--- src/rtl/seq_shift_add_mult.sv ---
// -----------------------------------------------------------------------------
// seq_shift_add_mult
//
// Handshaked sequential shift-add multiplier. It consumes one multiplier bit per
// clock, supports unsigned and two's-complement operands, and holds its product
// until the next accepted start.
//
// Ports:
//   clk    in   1          system clock, rising edge
//   rst    in   1          asynchronous, active-low reset
//   start  in   1          request a multiply (ignored while busy)
//   sgn    in   1          1 = two's-complement operands, 0 = unsigned
//   A      in   WIDTH      multiplicand, captured with start
//   B      in   WIDTH      multiplier, captured with start
//   busy   out  1          multiply in progress
//   done   out  1          one-cycle pulse, P valid
//   P      out  2*WIDTH    product, held until the next accepted start
//
// Optional feature (compile-time macro SEQ_MULT_EARLY_TERM_EN):
//   When defined, the operation finishes as soon as every unprocessed bit of B
//   is zero; the pending right shifts are applied in one step. When undefined,
//   latency is always WIDTH cycles and no early-termination logic exists.
//
// Datapath: r_pp is a (2*WIDTH+1)-bit partial product. Its upper WIDTH+1 bits
// (one guard bit) are the accumulator. The adder's second operand comes from
// r_add_op, which is loaded one step ahead and only when the next bit of B is 1,
// so runs of zero bits leave it untouched.
// -----------------------------------------------------------------------------
module seq_shift_add_mult #(
  parameter int WIDTH = 16,
  parameter int CNT_W = $clog2(WIDTH)
) (
  input  logic                 clk,
  input  logic                 rst,
  input  logic                 start,
  input  logic                 sgn,
  input  logic [WIDTH-1:0]     A,
  input  logic [WIDTH-1:0]     B,
  output logic                 busy,
  output logic                 done,
  output logic [2*WIDTH-1:0]   P
);

  typedef enum logic [1:0] {
    S_IDLE,
    S_RUN,
    S_DONE
  } state_t;

  state_t               r_state;
  state_t               w_state_nxt;

  logic [WIDTH-1:0]     r_a;
  logic [WIDTH-1:0]     r_b;
  logic                 r_sgn;
  logic [CNT_W-1:0]     r_cnt;
  logic [2*WIDTH:0]     r_pp;
  logic [WIDTH:0]       r_add_op;
  logic [2*WIDTH-1:0]   r_p;

  logic [CNT_W-1:0]     w_cnt_inc;
  logic                 w_bit;
  logic                 w_last;
  logic                 w_next_last;
  logic                 w_finish;
  logic [WIDTH:0]       w_hi;
  logic [WIDTH+1:0]     w_hi_x;
  logic [WIDTH+1:0]     w_op_x;
  logic [WIDTH+1:0]     w_sum;
  logic [2*WIDTH+1:0]   w_cat;
  logic [2*WIDTH:0]     w_pp_shift;
  logic [WIDTH:0]       w_a_ext;
  logic [WIDTH:0]       w_op_nxt;
  logic [WIDTH:0]       w_start_op;
  logic [2*WIDTH-1:0]   w_p_final;

  // ---------------------------------------------------------------------------
  // Step datapath
  // ---------------------------------------------------------------------------
  assign w_cnt_inc   = r_cnt + 1'b1;
  assign w_bit       = r_b[r_cnt];
  assign w_last      = (r_cnt == CNT_W'(WIDTH - 1));
  assign w_next_last = (w_cnt_inc == CNT_W'(WIDTH - 1));

  // The accumulator is extended to WIDTH+2 bits so the top bit of the sum is
  // both the sign (signed mode) and the carry (unsigned mode, always 0 here
  // because the guard bit is clear); it becomes the shifted-in MSB.
  assign w_hi   = r_pp[2*WIDTH:WIDTH];
  assign w_hi_x = {r_sgn & w_hi[WIDTH], w_hi};
  assign w_op_x = {r_sgn & r_add_op[WIDTH], r_add_op};
  assign w_sum  = w_bit ? (w_hi_x + w_op_x) : w_hi_x;

  assign w_cat      = {w_sum, r_pp[WIDTH-1:0]};
  assign w_pp_shift = (2*WIDTH+1)'(w_cat >> 1);

  // Look-ahead operand for the next step: the last bit of a signed multiplier
  // carries negative weight, so its operand is stored already negated.
  assign w_a_ext    = {r_sgn & r_a[WIDTH-1], r_a};
  assign w_op_nxt   = (w_next_last && r_sgn) ? (-w_a_ext) : w_a_ext;
  // Step 0 is never the last step (WIDTH >= 2), so no negation at start.
  assign w_start_op = {sgn & A[WIDTH-1], A};

`ifdef SEQ_MULT_EARLY_TERM_EN
  logic                 w_rem_zero;
  logic [CNT_W-1:0]     w_shamt;
  logic [2*WIDTH:0]     w_aligned;

  // Two-stage shift avoids the counter wrap at the last step.
  assign w_rem_zero = (((r_b >> r_cnt) >> 1) == '0);
  assign w_shamt    = CNT_W'(WIDTH - 1) - r_cnt;
  // Remaining steps would be shift-only, so an arithmetic shift finishes them.
  assign w_aligned  = $signed(w_pp_shift) >>> w_shamt;
  assign w_finish   = w_last || w_rem_zero;
  assign w_p_final  = (2*WIDTH)'(w_aligned);
`else
  assign w_finish   = w_last;
  assign w_p_final  = (2*WIDTH)'(w_pp_shift);
`endif

  // ---------------------------------------------------------------------------
  // Control FSM
  // ---------------------------------------------------------------------------
  // NOTE: sequential state uses non-blocking assignments so every register
  // samples pre-edge values regardless of statement order.
  always_ff @(posedge clk or negedge rst) begin
    if (!rst) begin
      r_state <= S_IDLE;
    end else begin
      r_state <= w_state_nxt;
    end
  end

  // NOTE: the default assignment first keeps this block free of latches on
  // paths that do not change state.
  always_comb begin
    w_state_nxt = r_state;
    case (r_state)
      S_IDLE:  if (start) w_state_nxt = S_RUN;
      S_RUN:   if (w_finish) w_state_nxt = S_DONE;
      S_DONE:  w_state_nxt = start ? S_RUN : S_IDLE;
      default: w_state_nxt = S_IDLE;
    endcase
  end

  // ---------------------------------------------------------------------------
  // Operand, counter and product registers
  // ---------------------------------------------------------------------------
  always_ff @(posedge clk or negedge rst) begin
    if (!rst) begin
      r_a      <= '0;
      r_b      <= '0;
      r_sgn    <= 1'b0;
      r_cnt    <= '0;
      r_pp     <= '0;
      r_add_op <= '0;
      r_p      <= '0;
    end else begin
      case (r_state)
        S_IDLE, S_DONE: begin
          if (start) begin
            r_a   <= A;
            r_b   <= B;
            r_sgn <= sgn;
            r_cnt <= '0;
            r_pp  <= '0;
            if (B[0]) r_add_op <= w_start_op;
          end
        end
        S_RUN: begin
          r_pp  <= w_pp_shift;
          r_cnt <= w_cnt_inc;
          if (!w_finish && r_b[w_cnt_inc]) r_add_op <= w_op_nxt;
          if (w_finish) r_p <= w_p_final;
        end
        default: ;
      endcase
    end
  end

  assign busy = (r_state == S_RUN);
  assign done = (r_state == S_DONE);
  assign P    = r_p;

endmodule

--- config.mk ---
export PLATFORM = sky130hd
export DESIGN_NAME = seq_shift_add_mult
export DESIGN_NICKNAME = d
export VERILOG_FILES = /design/src/rtl/seq_shift_add_mult.sv
export SDC_FILE = /design/constraint.sdc
export NUM_CORES = 1
export LEC_CHECK = 0
export CAP_MARGIN = 30
export CORE_MARGIN = 2
export CORE_UTILIZATION = 30
export CTS_BUF_LIST = sky130_fd_sc_hd__clkbuf_16
export CTS_CLUSTER_DIAMETER = 150
export CTS_CLUSTER_SIZE = 20
export DETAILED_ROUTE_END_ITERATION = 6
export PLACE_DENSITY = 0.44
export SETUP_SLACK_MARGIN = 0.2
export SLEW_MARGIN = 20
export SYNTH_ARGS = -nofsm -noshare
export SYNTH_HDL_FRONTEND = slang
export SYNTH_SLANG_ARGS = --single-unit
export TNS_END_PERCENT = 10
--- constraint.sdc ---
create_clock -name clk -period 4.86 [get_ports clk]
set_input_delay 0.972 -clock clk [delete_from_list [all_inputs] [get_ports clk]]
set_output_delay 0.972 -clock clk [all_outputs]
set_load 0.01 [all_outputs]
==> run summary <==
post-synthesis sequential area ratio: 46.8%
status: completed
die extent in x: 150 µm
FF+latch count, synth: 120
most frequent cells in the layout: 205 x nand2_1, 120 x dfrtp_1, 68 x clkdlybuf4s50_1
hold crit path type: register to register
Starting Density: 30.5%
fmax: 304 MHz
Critical Path RT: 5.20 ns
library cells used by synthesis: 61
relative slew slack: 43.3%
CTS hold repair buffers: 0
average cell area after synthesis: 9.42 µm²
Int Pwr: 3.76 mW
critical path capture point type: register
DR WL/cell: 15.7 µm
final hold vios: 0
post-synthesis async set-or-reset flop share: 100%
net count after synthesis: 738
via count: 4965
Comb pwr share: 49.3%
Post-CTS Repair Setup Buffers: 0
largest net degree at the start of global routing: 51
switching share of total power: 41.1%
layout cells sized above 1: 9.95%
Iteration-0 DRC Markers: 382
Crit path max-delay family: compound AO/OA/AOI/OAI gates
Core Area: 0.0210 mm²
# DRC: 0
Sink Count: 120
P_sw: 2.62 mW
total gr overflow: 0
RSZ-0062 raised after global routing: false
Max H-tree Level: 4
Buffers & Inverters on Critical Path: 2
Total Wirelength: 16100 µm
Crit Path Max Fanout: 23
worst skew pair latency: 0.42 ns
critical path arrival: 3.62 ns
Cells after Synth: 681
initial antenna violation count: 0
total global-route track usage: 15.2%
Final Skew: 0.00843 ns
Ys Warns: 0
Worst Setup Start Kind: register
Final Util: 37.9%
Final Cycle Share: 67.6%
number of synthesized flops with an enable pin: 0
post-CTS sizing: 0
Setup-failing EPs final: 0
clock buffer depth: 2
Seq pwr share: 30.1%
maxcap violations: 0
TritonCTS Buffers: 17
Die Height: 150 µm
IO buf count: 69
row count: 53
Root Driver: clkbuf_16
Cell Area, Synth: 0.00642 mm²
Tmin final: 3.29 ns
critical path class: register to register
TritonRoute pass-1 iters: 4
CTS tree: built
worst path cell trace: inv_1 > ha_1 > mux4_2 > nor2b_4 > a211oi_2 > a21oi_2 > a32oi_4 > buf_4 > nand2_1 > o21ai_2
vias in the first global route: 5071
Max Slew Vio Count: 0
PwrDens: 801 mW/mm²
slowest stage delay, CP: 0.74 ns
IO Pins: 70
hold_ws: 0.473 ns
CP max-delay cell: a32oi_4
TNS Setup: 0 ns
hpwl dp: 11400 µm
P_leak: 3.65 nW
antenna diode count: 0
Worst-path clk slew: 0.06 ns
most common cell after layout, fill and taps aside: nand2_1
worst-margin pin slew: 0.851 ns
clock share of power: 20.6%
Die Area: 0.0226 mm²
Placer Congestion: 0.803
Avg Vias per Cell: 4.83
antenna-violating nets left: 0
P&R area growth vs syn: 24.2%
maximum VDD drop: 0.252 mV
nets: 798
Main synth FF type: dfrtp_1
first-pass GRT wire length: 26600 µm
cell families (layout without fill, tap and decap cells):
| group | Yosys count | count (layout) | synth area share (%) |
|---|---|---|---|
| simple gates | 282 | 282 | 19.0 |
| flops | 120 | 120 | 46.8 |
| mux | 35 | 35 | 7.16 |
| fa+ha+maj | 21 | 21 | 4.21 |
| compound gates | 143 | 143 | 14.9 |
| buf+inv | 48 | 121 | 3.55 |
| xor+xnor | 32 | 32 | 4.37 |
sequential cells by signal, indices dropped and copies added, names as in the netlist:
register / count
r_state: 2
r_cnt: 4
r_add_op: 17
r_a: 16
P: 32
r_pp: 32
r_b: 16
r_sgn: 1
per-layer routing:
metal  wire (µm)  vias to the layer above  global-route usage [%]
met5           0                        -                       0
met4         196                        0                    5.05
met3         518                       19                    3.39
met2        7490                       88                    23.9
met1        7930                     2393                    20.9
li1            -                     2465                       -
stage by stage:
| stage | setup WS, ns | instance area, µm² | std cells | power [mW] |
|---|---|---|---|---|
| floorplan | 2.36 | 6420 | 681 | 4.28 |
| global placement | 1.66 | 7330 | 996 | 5.04 |
| detailed placement | 1.55 | 7330 | 996 | 5.11 |
| CTS | 1.54 | 7940 | 1028 | 6.46 |
| global route | 1.35 | 7970 | 1029 | 6.91 |
| finish | 1.57 | 7970 | 1029 | 6.39 |
power by group through the flow:
| stage | Combinational [mW] | Clock [mW] | Sequential (mW) |
|---|---|---|---|
| 6_report | 3.15 | 1.31 | 1.92 |
| 5_1_grt | 3.52 | 1.39 | 1.99 |
| 4_1_cts | 3.19 | 1.35 | 1.92 |
| 3_5_place_dp | 3.18 | 0 | 1.93 |
| 3_3_place_gp | 3.12 | 0 | 1.92 |
| 2_1_floorplan | 2.47 | 0 | 1.80 |
synth_stat cells (3+ instances only):
cell | count | share of area (%)
o21ai_0 | 48 | 3.7
inv_1 | 8 | 0.47
nand2b_1 | 8 | 0.78
a21o_1 | 5 | 0.59
o31ai_1 | 12 | 1.4
o21ai_2 | 11 | 1.5
nand2_2 | 6 | 0.59
a21oi_1 | 16 | 1.2
xor2_1 | 7 | 0.96
a22o_1 | 15 | 2.0
buf_6 | 4 | 0.70
and3_1 | 3 | 0.29
o21ai_1 | 10 | 0.78
nand3_1 | 8 | 0.62
o22ai_1 | 3 | 0.29
xnor2_1 | 25 | 3.4
o211ai_1 | 3 | 0.35
ha_1 | 20 | 3.9
clkbuf_1 | 30 | 1.8
or3_1 | 5 | 0.49
mux4_2 | 7 | 2.5
nor2b_1 | 6 | 0.59
mux2i_1 | 26 | 4.1
nand2_1 | 205 | 12
dfrtp_1 | 120 | 47
nor2_1 | 21 | 1.2
nor3_1 | 5 | 0.39
worst reg2reg max path: stages (launching register included):
cell and delay, ns:
dfrtp_1 0.72, inv_1 0.10, ha_1 0.41, mux4_2 0.33, nor2b_4 0.14, a211oi_2 0.22, a21oi_2 0.07, a32oi_4 0.74
buf_4 0.34, nand2_1 0.09, o21ai_2 0.05
cell type report:
class	count	area (µm²)
inverters	9	33.8
multi-input cells	513	3190
repair buffers	80	791
well taps	275	344
flip-flops and latches	120	3000
clock inverters	15	184
clock buffers	17	425
fillers	2073	13100
worst paths after layout:
kind / slack [ns] / cells after the start / from / endpoint
worst max-delay path: 1.57 / 10 / r_cnt[0] / r_add_op[15]
worst min-delay path: 0.47 / 2 / P[4] / P[4]
worst max register to register: 1.57 / 10 / r_cnt[0] / r_add_op[15]
worst min register to register: 0.47 / 2 / P[4] / P[4]
max in group asynchronous: 3.29 / 2 / rst / r_pp[18]
min in group asynchronous: 0.58 / 1 / rst / r_a[5]
No activity file was read; power rests on OpenSTA's default activity.
==> RTL edit: new RTL, same settings <==
The parameter `WIDTH` goes from 16 to 32.
--- a/src/rtl/seq_shift_add_mult.sv
+++ b/src/rtl/seq_shift_add_mult.sv
@@ -27,7 +27,7 @@
 // so runs of zero bits leave it untouched.
 // -----------------------------------------------------------------------------
 module seq_shift_add_mult #(
-  parameter int WIDTH = 16,
+  parameter int WIDTH = 32,
   parameter int CNT_W = $clog2(WIDTH)
 ) (
   input  logic                 clk,
Interface: changed (resized A, B and P); port bits go from 70 to 134. The function was not compared with the original's and may differ.
==> RTL edit against the unedited design <==
Wire length increased by 100%. Sequential cell count increased by 113. Area after synthesis increased by 92%. Via count increased by 89%. Largest power group unchanged. Design area increased by 83%. Total power increased by 75%. Setup slack got worse by 0.26 ns.
==> RTL edit: results (changes against the unedited design) <==
M1 GR Usage 0.240 (+0.0307); Via Count 9,370 (+89%); post-synthesis register bit count 233 (+94%); Layout clock area frac 0.0269 (-0.0495); slowest stage delay, CP 0.72 ns (-0.02 ns); Worst-path clk slew 0.09 ns (+0.03 ns); critical path peak fanout 24 (+4.3%); Port-buffer cells 133 (+93%); Seq. cell area 5830 um2 (+94%); Rel. slew slack 0.389 (-0.0437); pwr dens 767 nW/um2 (-4.2%); run status finished, final reports clean; Seq/Total Area, Yosys 0.474 (+0.00590); dpl ws 1.33 ns (-0.223 ns); global-route wire length before repair 53,500 um (+100%); initial antenna violation count 1 (+1); CP max stage cell mux2i_4; Placed Area 14,200 um2 (+93%); Synth Area in XOR/XNOR 0.0420 (-0.00168); mux cell area share after synthesis 0.110 (+0.0387); Mapped Avg Cell Area 9.66 um2 (+2.5%); Reg2Reg Depth 7 (-3); Synth Area in Adders 0.0393 (-0.00287); placed cells 1,873 (+88%); Synth Area in Compound Gates 0.151 (+0.00183); met2 usage 0.239 (about the same); share of layout cells above drive strength 1 0.0979 (-0.00160); Met3 Routed Length 1040 um (+100%); fraction of area in multi-input gates 0.422 (+0.0219); Met2 Wirelength 14,200 um (+90%); ranking of synthesized cells by area dfrtp_1 (47%), nand2_1 (9.7%), mux2_2 (5.7%); fin crit share 0.730 (+0.0539); synth cell count leaders nand2_1 (319), dfrtp_1 (233), o21ai_0 (120); maximum number of pins on one net before global-route repair 89 (+75%); Pre-Repair DR Iteration Count 6 (+2); Leak Pwr 6.51 nW (+78%); Repair and plain buffers 146 (+83%); Max H-tree Level 1 (-3); Critical Path AT 3.92 ns (+0.30 ns); clkbuf count 15 (-2)
==> RTL edit: changes by cell type in the layout (fill, tap and decap cells not counted), moves of 49 or more <==
| cell | delta |
|---|---|
| a21oi_1 | +49 |
| o21ai_0 | +72 |
| dfrtp_1 | +113 |
| clkdlybuf4s50_1 | +64 |
| mux2_2 | +62 |
| nand2_1 | +113 |
==> RTL edit: power breakdown <==
group	switching (mW)	leakage, nW	total [mW]	internal (mW)
logic	3.32	3.40	6.28	2.96
clock network	0.690	0.194	1.25	0.563
registers	0.811	2.92	3.66	2.85
==> RTL edit: per-stage QoR <==
stage | total power, mW | hold slack [ns]
2_1_floorplan | 8.03 | 0.458
3_3_place_gp | 9.96 | 0.466
3_5_place_dp | 10.1 | 0.471
4_1_cts | 11.3 | 0.491
5_1_grt | 12.2 | 0.517
6_report | 11.2 | 0.480
